--- src/rtl/mem_port_arbiter_if.sv ---
// Bus bundle between the two memory masters, the arbiter and the unified single-port memory.
// The arbiter side uses the slave modport; the masters/memory side uses master.
interface mem_port_arbiter_if #(
  parameter int AW = 32,
  parameter int DW = 32
);
  logic          m0_req;
  logic          m0_we;
  logic [AW-1:0] m0_addr;
  logic [DW-1:0] m0_wdata;
  logic          m0_ready;
  logic          m0_rvalid;
  logic [DW-1:0] m0_rdata;

  logic          m1_req;
  logic          m1_we;
  logic [AW-1:0] m1_addr;
  logic [DW-1:0] m1_wdata;
  logic          m1_ready;
  logic          m1_rvalid;
  logic [DW-1:0] m1_rdata;

  logic [AW-1:0] mem_address;
  logic [DW-1:0] mem_data_out;
  logic [DW-1:0] mem_data_in;
  logic          mem_we;
  logic          busy;

  modport slave (
    input  m0_req, m0_we, m0_addr, m0_wdata,
    input  m1_req, m1_we, m1_addr, m1_wdata,
    input  mem_data_in,
    output m0_ready, m0_rvalid, m0_rdata,
    output m1_ready, m1_rvalid, m1_rdata,
    output mem_address, mem_data_out, mem_we, busy
  );

  modport master (
    output m0_req, m0_we, m0_addr, m0_wdata,
    output m1_req, m1_we, m1_addr, m1_wdata,
    output mem_data_in,
    input  m0_ready, m0_rvalid, m0_rdata,
    input  m1_ready, m1_rvalid, m1_rdata,
    input  mem_address, mem_data_out, mem_we, busy
  );
endinterface

--- src/rtl/mem_port_arbiter.sv ---
// Two-master round-robin arbiter in front of the single-port unified memory.
// Optional grant counters (m0_grants/m1_grants) are built when ARB_STATS_EN is defined.
module mem_port_arbiter #(
  parameter int AW     = 32,
  parameter int DW     = 32,
  parameter int RD_LAT = 1
) (
  input  logic                clk,
  input  logic                reset,
  mem_port_arbiter_if.slave   bus
`ifdef ARB_STATS_EN
  ,
  output logic [15:0]         m0_grants,
  output logic [15:0]         m1_grants
`endif
);

  typedef enum logic [1:0] {IDLE, ISSUE, RDWAIT, RESP} state_t;

  localparam logic [2:0] LAT_M1 = (RD_LAT == 0) ? 3'd0 : 3'(RD_LAT - 1);

  state_t        state, state_nxt;
  logic          ptr;      // 1: m1 wins a tie, 0: m0 wins a tie
  logic          owner;
  logic          rd_q;
  logic [2:0]    cnt;
  logic          we_q;
  logic [AW-1:0] addr_q;
  logic [DW-1:0] wdata_q;
  logic [DW-1:0] rdata0_q, rdata1_q;
  logic          grant0, grant1;
  logic          ready0, ready1;
  logic          capture;

  assign grant0 = bus.m0_req && (!bus.m1_req || !ptr);
  assign grant1 = bus.m1_req && (!bus.m0_req ||  ptr);

  always_ff @(posedge clk or posedge reset) begin
    if (reset) state <= IDLE;
    else       state <= state_nxt;
  end

  // Ready is gated by reset so a held request is never acknowledged while reset is asserted.
  always_comb begin
    state_nxt = state;
    ready0    = 1'b0;
    ready1    = 1'b0;
    capture   = 1'b0;
    case (state)
      IDLE: begin
        if (!reset) begin
          ready0 = grant0;
          ready1 = grant1;
          if (grant0 || grant1) state_nxt = ISSUE;
        end
      end
      ISSUE: begin
        if (!rd_q) begin
          state_nxt = IDLE;
        end else if (RD_LAT == 0) begin
          capture   = 1'b1;
          state_nxt = RESP;
        end else begin
          state_nxt = RDWAIT;
        end
      end
      RDWAIT: begin
        if (cnt == 3'd0) begin
          capture   = 1'b1;
          state_nxt = RESP;
        end
      end
      RESP:    state_nxt = IDLE;
      default: state_nxt = IDLE;
    endcase
  end

  // Grant edge: latch the winner's fields straight into the memory bus registers.
  always_ff @(posedge clk or posedge reset) begin
    if (reset) begin
      ptr      <= 1'b0;
      owner    <= 1'b0;
      rd_q     <= 1'b0;
      cnt      <= 3'd0;
      we_q     <= 1'b0;
      addr_q   <= '0;
      wdata_q  <= '0;
      rdata0_q <= '0;
      rdata1_q <= '0;
    end else begin
      if (ready0 || ready1) begin
        owner   <= ready1;
        ptr     <= ready0;
        rd_q    <= ready1 ? !bus.m1_we : !bus.m0_we;
        we_q    <= ready1 ?  bus.m1_we :  bus.m0_we;
        addr_q  <= ready1 ? bus.m1_addr  : bus.m0_addr;
        wdata_q <= ready1 ? bus.m1_wdata : bus.m0_wdata;
      end else begin
        we_q    <= 1'b0;
      end
      if (state == ISSUE)                       cnt <= LAT_M1;
      else if (state == RDWAIT && cnt != 3'd0)  cnt <= cnt - 3'd1;
      if (capture && !owner) rdata0_q <= bus.mem_data_in;
      if (capture &&  owner) rdata1_q <= bus.mem_data_in;
    end
  end

  assign bus.m0_ready     = ready0;
  assign bus.m1_ready     = ready1;
  assign bus.m0_rvalid    = (state == RESP) && !owner;
  assign bus.m1_rvalid    = (state == RESP) &&  owner;
  assign bus.m0_rdata     = rdata0_q;
  assign bus.m1_rdata     = rdata1_q;
  assign bus.mem_address  = addr_q;
  assign bus.mem_data_out = wdata_q;
  assign bus.mem_we       = we_q;
  assign bus.busy         = (state != IDLE);

`ifdef ARB_STATS_EN
  logic [15:0] g0_q, g1_q;

  always_ff @(posedge clk or posedge reset) begin
    if (reset) begin
      g0_q <= 16'd0;
      g1_q <= 16'd0;
    end else begin
      if (ready0 && g0_q != 16'hFFFF) g0_q <= g0_q + 16'd1;
      if (ready1 && g1_q != 16'hFFFF) g1_q <= g1_q + 16'd1;
    end
  end

  assign m0_grants = g0_q;
  assign m1_grants = g1_q;
`endif

endmodule

--- src/flat_wrapper.sv ---
// flat-port wrapper written by rule: the top's interface ports become plain ports
module mem_port_arbiter_flat 
#(
  parameter int AW     = 32,
  parameter int DW     = 32,
  parameter int RD_LAT = 1
)
  (clk, reset, bus_m0_req, bus_m0_we, bus_m0_addr, bus_m0_wdata, bus_m1_req, bus_m1_we, bus_m1_addr, bus_m1_wdata, bus_mem_data_in, bus_m0_ready, bus_m0_rvalid, bus_m0_rdata, bus_m1_ready, bus_m1_rvalid, bus_m1_rdata, bus_mem_address, bus_mem_data_out, bus_mem_we, bus_busy);
  mem_port_arbiter_if #(.AW(AW), .DW(DW)) bus_i ();
  input  logic clk;
  input  logic reset;
  input wire logic [$bits(bus_i.m0_req)-1:0] bus_m0_req;
  input wire logic [$bits(bus_i.m0_we)-1:0] bus_m0_we;
  input wire logic [$bits(bus_i.m0_addr)-1:0] bus_m0_addr;
  input wire logic [$bits(bus_i.m0_wdata)-1:0] bus_m0_wdata;
  input wire logic [$bits(bus_i.m1_req)-1:0] bus_m1_req;
  input wire logic [$bits(bus_i.m1_we)-1:0] bus_m1_we;
  input wire logic [$bits(bus_i.m1_addr)-1:0] bus_m1_addr;
  input wire logic [$bits(bus_i.m1_wdata)-1:0] bus_m1_wdata;
  input wire logic [$bits(bus_i.mem_data_in)-1:0] bus_mem_data_in;
  output wire logic [$bits(bus_i.m0_ready)-1:0] bus_m0_ready;
  output wire logic [$bits(bus_i.m0_rvalid)-1:0] bus_m0_rvalid;
  output wire logic [$bits(bus_i.m0_rdata)-1:0] bus_m0_rdata;
  output wire logic [$bits(bus_i.m1_ready)-1:0] bus_m1_ready;
  output wire logic [$bits(bus_i.m1_rvalid)-1:0] bus_m1_rvalid;
  output wire logic [$bits(bus_i.m1_rdata)-1:0] bus_m1_rdata;
  output wire logic [$bits(bus_i.mem_address)-1:0] bus_mem_address;
  output wire logic [$bits(bus_i.mem_data_out)-1:0] bus_mem_data_out;
  output wire logic [$bits(bus_i.mem_we)-1:0] bus_mem_we;
  output wire logic [$bits(bus_i.busy)-1:0] bus_busy;
  assign bus_i.m0_req = bus_m0_req;
  assign bus_i.m0_we = bus_m0_we;
  assign bus_i.m0_addr = bus_m0_addr;
  assign bus_i.m0_wdata = bus_m0_wdata;
  assign bus_i.m1_req = bus_m1_req;
  assign bus_i.m1_we = bus_m1_we;
  assign bus_i.m1_addr = bus_m1_addr;
  assign bus_i.m1_wdata = bus_m1_wdata;
  assign bus_i.mem_data_in = bus_mem_data_in;
  assign bus_m0_ready = bus_i.m0_ready;
  assign bus_m0_rvalid = bus_i.m0_rvalid;
  assign bus_m0_rdata = bus_i.m0_rdata;
  assign bus_m1_ready = bus_i.m1_ready;
  assign bus_m1_rvalid = bus_i.m1_rvalid;
  assign bus_m1_rdata = bus_i.m1_rdata;
  assign bus_mem_address = bus_i.mem_address;
  assign bus_mem_data_out = bus_i.mem_data_out;
  assign bus_mem_we = bus_i.mem_we;
  assign bus_busy = bus_i.busy;
  mem_port_arbiter #(.AW(AW), .DW(DW), .RD_LAT(RD_LAT)) u_core (.clk(clk), .reset(reset), .bus(bus_i));
endmodule
--- config.mk ---
export PLATFORM = sky130hd
export DESIGN_NAME = mem_port_arbiter_flat
export DESIGN_NICKNAME = d
export VERILOG_FILES = /design/src/rtl/mem_port_arbiter_if.sv /design/src/rtl/mem_port_arbiter.sv /design/src/flat_wrapper.sv
export SDC_FILE = /design/constraint.sdc
export NUM_CORES = 1
export LEC_CHECK = 0
export BUFFER_PORTS_ARGS = -buffer_cell sky130_fd_sc_hd__buf_2
export CAP_MARGIN = 5
export CORE_UTILIZATION = 43
export CTS_BUF_LIST = sky130_fd_sc_hd__clkbuf_2
export CTS_CLUSTER_SIZE = 8
export DETAILED_ROUTE_END_ITERATION = 16
export GPL_TIMING_DRIVEN = 0
export PLACE_DENSITY = 0.91
export SYNTH_ARGS = -nofsm -noshare
export SYNTH_HDL_FRONTEND = slang
export SYNTH_SLANG_ARGS = --single-unit
export TNS_END_PERCENT = 50
--- constraint.sdc ---
create_clock -name clk -period 4.66 [get_ports clk]
set_input_delay 0.932 -clock clk [delete_from_list [all_inputs] [get_ports clk]]
set_output_delay 0.932 -clock clk [all_outputs]
set_load 0.1 [all_outputs]
## Yosys cells after proc, flatten, opt, wreduce, memory -nomap -nowiden

Index checks and enable logic that the tools add are counted.

| word-level totals | value |
|---|---|
| bits in registers | 137 |
| input port bits | 166 |
| output and inout port bits | 134 |
| word-level logic and storage cells | 58 |

| cells by class | value |
|---|---|
| eq/ne operators | 6 |
| reductions and logical operators | 23 |
| add/sub/neg operators | 1 |
| multiplexer cells | 18 |

Operators with widths:

| operator | count |
|---|---|
| two-way mux 32 bit | 2 |
| two-way mux 1 bit | 9 |
| two-way mux 2 bit | 4 |
| case mux 2 bit (4 select lines) | 1 |
| logical AND 1 bit | 7 |
| logical NOT 1 bit | 6 |
| two-way mux 3 bit | 2 |
| == test 2 bit, second input constant | 2 |
| logical OR 1 bit | 4 |
| inequality test 2 x 1 -> 1 bit, second input constant | 2 |
| nonzero test 2 bit | 2 |
| logical NOT 3 bit | 1 |
| AND reduction 3 bit | 1 |
| nonzero test 3 bit | 1 |
| subtractor 3 x 1 -> 3 bit, second input constant | 1 |
| == test 2 x 1 -> 1 bit, second input constant | 1 |
| logical NOT 2 bit | 1 |
| inequality test 2 bit, second input constant | 1 |

## Depth between registers and ports, before layout

| logic depth | value |
|---|---|
| depth in word-level cells | 7 |
| gate-level depth with buffers | 7 |

## Worst setup path before layout

No wires, ideal clock.

| timing | value |
|---|---|
| path type | input -> output |
| from | in reset |
| to | out bus_m0_ready |
| setup slack | 0.757 ns |
| data required time | 3.728 ns |
| arrival | 2.971 ns |
| stages | 4 |
| path through | nor3_2 > buf_2 > nand2_1 > a21oi_1 |

| between the ends | value |
|---|---|
| longest elaborated chain between the ends | 2 |

Ends and longest elaborated chain:

| item | line | source |
|---|---|---|
| start: declaration | flat_wrapper.sv:11 | `input logic reset;` |
| two-way mux 1 bit | mem_port_arbiter.sv:51 | `if (!reset) begin` |
| two-way mux 1 bit | mem_port_arbiter.sv:49 | `case (state)` |
| end: declaration | flat_wrapper.sv:21 | `output wire logic [$bits(bus_i.m0_ready)-1:0] bus_m0_ready;` |

Every way passes these cells.

==> flow_summary.yaml <==
cts:
  clkSinkCount: 137
  hold_buffers: 0
  clk_path_buf_depth: 2
  cts_tree: "yes"
  htreeDepth: 4
  cts-root-buf: "clkbuf_2"
  post_cts_buffers: 0
  cts_resized: 0
  cts_buffers: 17
  clkSlewWorstSetupHoldPaths_ps: 210
  worstSkewPairLatency_ps: 700
synth:
  syn_inst: 563
  ys_seq_area_frac: 0.564
  synth_top_cell_area_share: 0.564
  synth_cell_types: 30
  postSynthAreaPerCell_um2: 10.8
  yosys.area.top_type: "dfrtp_1"
  syn_area_um2: 6080
  synth_nets: 731
  synthTopCellsByArea: "dfrtp_1 (56%), mux2_2 (12%), a31oi_1 (6.8%), a21oi_1 (5.7%), o21ai_0 (5.5%)"
  synth_seq_cells: 137
  yosysWarnings: 0
drt:
  first_iter_violations: 358
  routed_wl_um: 19700
  vias: 5910
  drt-wirelength-per-cell_um: 18.3
  ant_nets: 0
  drcViolationCount: 0
  viasPerCell: 5.49
  dr.pass1.iters: 11
cells_and_area:
  utilization: 0.585
  area_growth_pct: 33.0
  final_cell_mix: "buf_2 (310), dfrtp_1 (137), a21oi_1 (69), o21ai_0 (67), a31oi_1 (66)"
  fin_nets: 1049
  layout_commonest_cell: "buf_2"
  final_cell_area_um2: 8090
  drive_gt1_frac: 0.465
  fillerInstances: 1179
critical_path:
  crit_family: "buffers and inverters"
  worstSetupEndpoint: "bus_m0_ready"
  r2r_end: "u_core.bus.m0_rdata[2]$_DFFE_PP0P_"
  r2r-start: "u_core.cnt[0]$_DFFE_PP0P_"
  crit_chain: "nor3_2 > buf_2 > nand2_1 > a21oi_1 > buf_2"
  critPathKind: "reg -> out"
  reg2reg_setup_slack_ps: 2640
  critPathMaxFanout: 10
  critPathMostFrequentCell: "buf_2"
  worst_ep_required_time_ps: 3730
  critPathArrivalTime_ps: 2880
  worst-r2r-cell-count: 6
  path_buf_inv: 2
  cp-end-kind: "primary output"
  crit_path_top_delay_cell: "nor3_2"
  worstSetupStartpointType: "flop"
  cp.depth: 5
  cpPeakStageDelay_ps: 610
placed_design:
  dp_hpwl_um: 14800
  io_buffers: 298
  dpl-instance-area_um2: 7830
  gp_congestion: 0.873
job:
  drv_cap: 0
hold_path:
  hp-class: "in -> async"
global_routing:
  grt_pass1_vias: 5680
  grt_max_degree: 80
  grt_pass1_wl_um: 29600
  gr-total-overflow: 0
  antenna_found_initial: 5
  globalRouteTotalUtil: 0.270
floorplanning:
  fp.dieW_um: 121
  ios: 300
  die_h_um: 121
  fp-row-count: 43
  core_um2: 13800
  initial_core_util: 0.440
  fp.dieArea_um2: 14600
sta:
  slew_viol_final: 0
  setup_viol: 0
  fin_crit_sh: 0.819
  fmax_mhz: 262
  finalCriticalPeriod_ps: 3820
  hold_viol: 0
  slew-limit-headroom: 0.534
  rsz0062_at_grt: "false"
  skew_ps: 25.9
  worst_slew_pin_slew_ps: 695
status:
  status: "complete, no violations"
-- synthesized netlist by cell type --
| library cell | instances |
|---|---|
| dfrtp_1 | 137 |
| a21oi_1 | 69 |
| o21ai_0 | 67 |
| a31oi_1 | 66 |
| nand3_1 | 65 |
| mux2_2 | 64 |
| clkbuf_1 | 38 |
| buf_2 | 12 |
| inv_1 | 5 |
| nor2b_1 | 5 |
| buf_4 | 4 |
| and3_1 | 3 |
| buf_6 | 3 |
| nand2b_1 | 3 |
| a21o_1 | 2 |
| ha_1 | 2 |
| nand2_1 | 2 |
| nand4b_1 | 2 |
| nor2_1 | 2 |
| o22ai_1 | 2 |
| a22oi_1 | 1 |
| and2_0 | 1 |
| buf_1 | 1 |
| clkinv_1 | 1 |
| nand4bb_1 | 1 |
| nor3_2 | 1 |
| nor4bb_1 | 1 |
| o211ai_1 | 1 |
| or2_1 | 1 |
| or2_2 | 1 |
-- kinds of logic after synthesis --
family                   Yosys count  share of synthesized area
adder cells (fa/ha/maj)            2                    0.00412
AO/OA/AOI/OAI                    208                      0.187
AND/OR/NAND/NOR                   88                     0.0784
buffers and inverters             64                     0.0482
flip-flops                       137                      0.564
multiplexers                      64                      0.119
-- state kept, by name, indices dropped and copies added, names as in the netlist, named ones only --
name,cells
u_core.bus.m0_rdata,32
u_core.bus.m1_rdata,32
u_core.bus.mem_address,32
u_core.bus.mem_data_out,32
u_core.cnt,3
u_core.bus.mem_we,1
u_core.owner,1
u_core.ptr,1
u_core.rd_q,1
u_core.state,1
-- worst reg2reg max path, stage by stage (launching register included) --
cell,delay [ps]
dfrtp_1,440
inv_1,100
ha_1,210
nand4bb_1,150
nor2_1,380
buf_4,280
mux2_2,370
-- stage by stage --
stage	setup TNS [ps]	cells	setup slack (ps)	hold slack, ps
final	0	1076	844	280
after global routing	0	1076	593	208
after global placement	-190040	1041	-1400	481
after detailed placement	0	1042	963	490
after floorplan	0	563	60.2	481
after CTS	0	1074	702	224
-- worst min path at each step --
stage	startpoint	end	slack (ps)	cells after the start
final	reset	u_core.cnt[2]$_DFFE_PP0P_	280	2
after global routing	reset	u_core.cnt[2]$_DFFE_PP0P_	210	2
after CTS	reset	u_core.cnt[2]$_DFFE_PP0P_	220	2
after detailed placement	u_core.bus.m1_rdata[15]$_DFFE_PP0P_	u_core.bus.m1_rdata[15]$_DFFE_PP0P_	490	1
after global placement	u_core.bus.m1_rdata[15]$_DFFE_PP0P_	u_core.bus.m1_rdata[15]$_DFFE_PP0P_	480	1
after floorplan	u_core.rd_q$_DFFE_PP0P_	flop	480	2
-- per-layer routing --
metal  vias to the layer above  part of all wire  GRT usage
met3                        53             0.086     0.0775
met4                         4             0.035      0.133
met2                       313              0.50      0.461
met5                         -           0.00097          0
li1                       2727                 -          -
met1                      2813              0.38      0.308
-- area by class of cell --
class                   instances  area [um^2]  area share
repair buffers                299         1520       0.188
multi-input cells             362         2360       0.292
inverters                       6         27.5     0.00340
flip-flops and latches        137         3430       0.424
diodes                          2         5.00    0.000619
clock inverters                15          168      0.0207
well taps                     180          225      0.0279
clock buffers                  17         85.1      0.0105
plain buffers                  58          270      0.0334
Power is not shown: default switching activity piles up to over one toggle a cycle in this logic, so the estimate is an artifact.
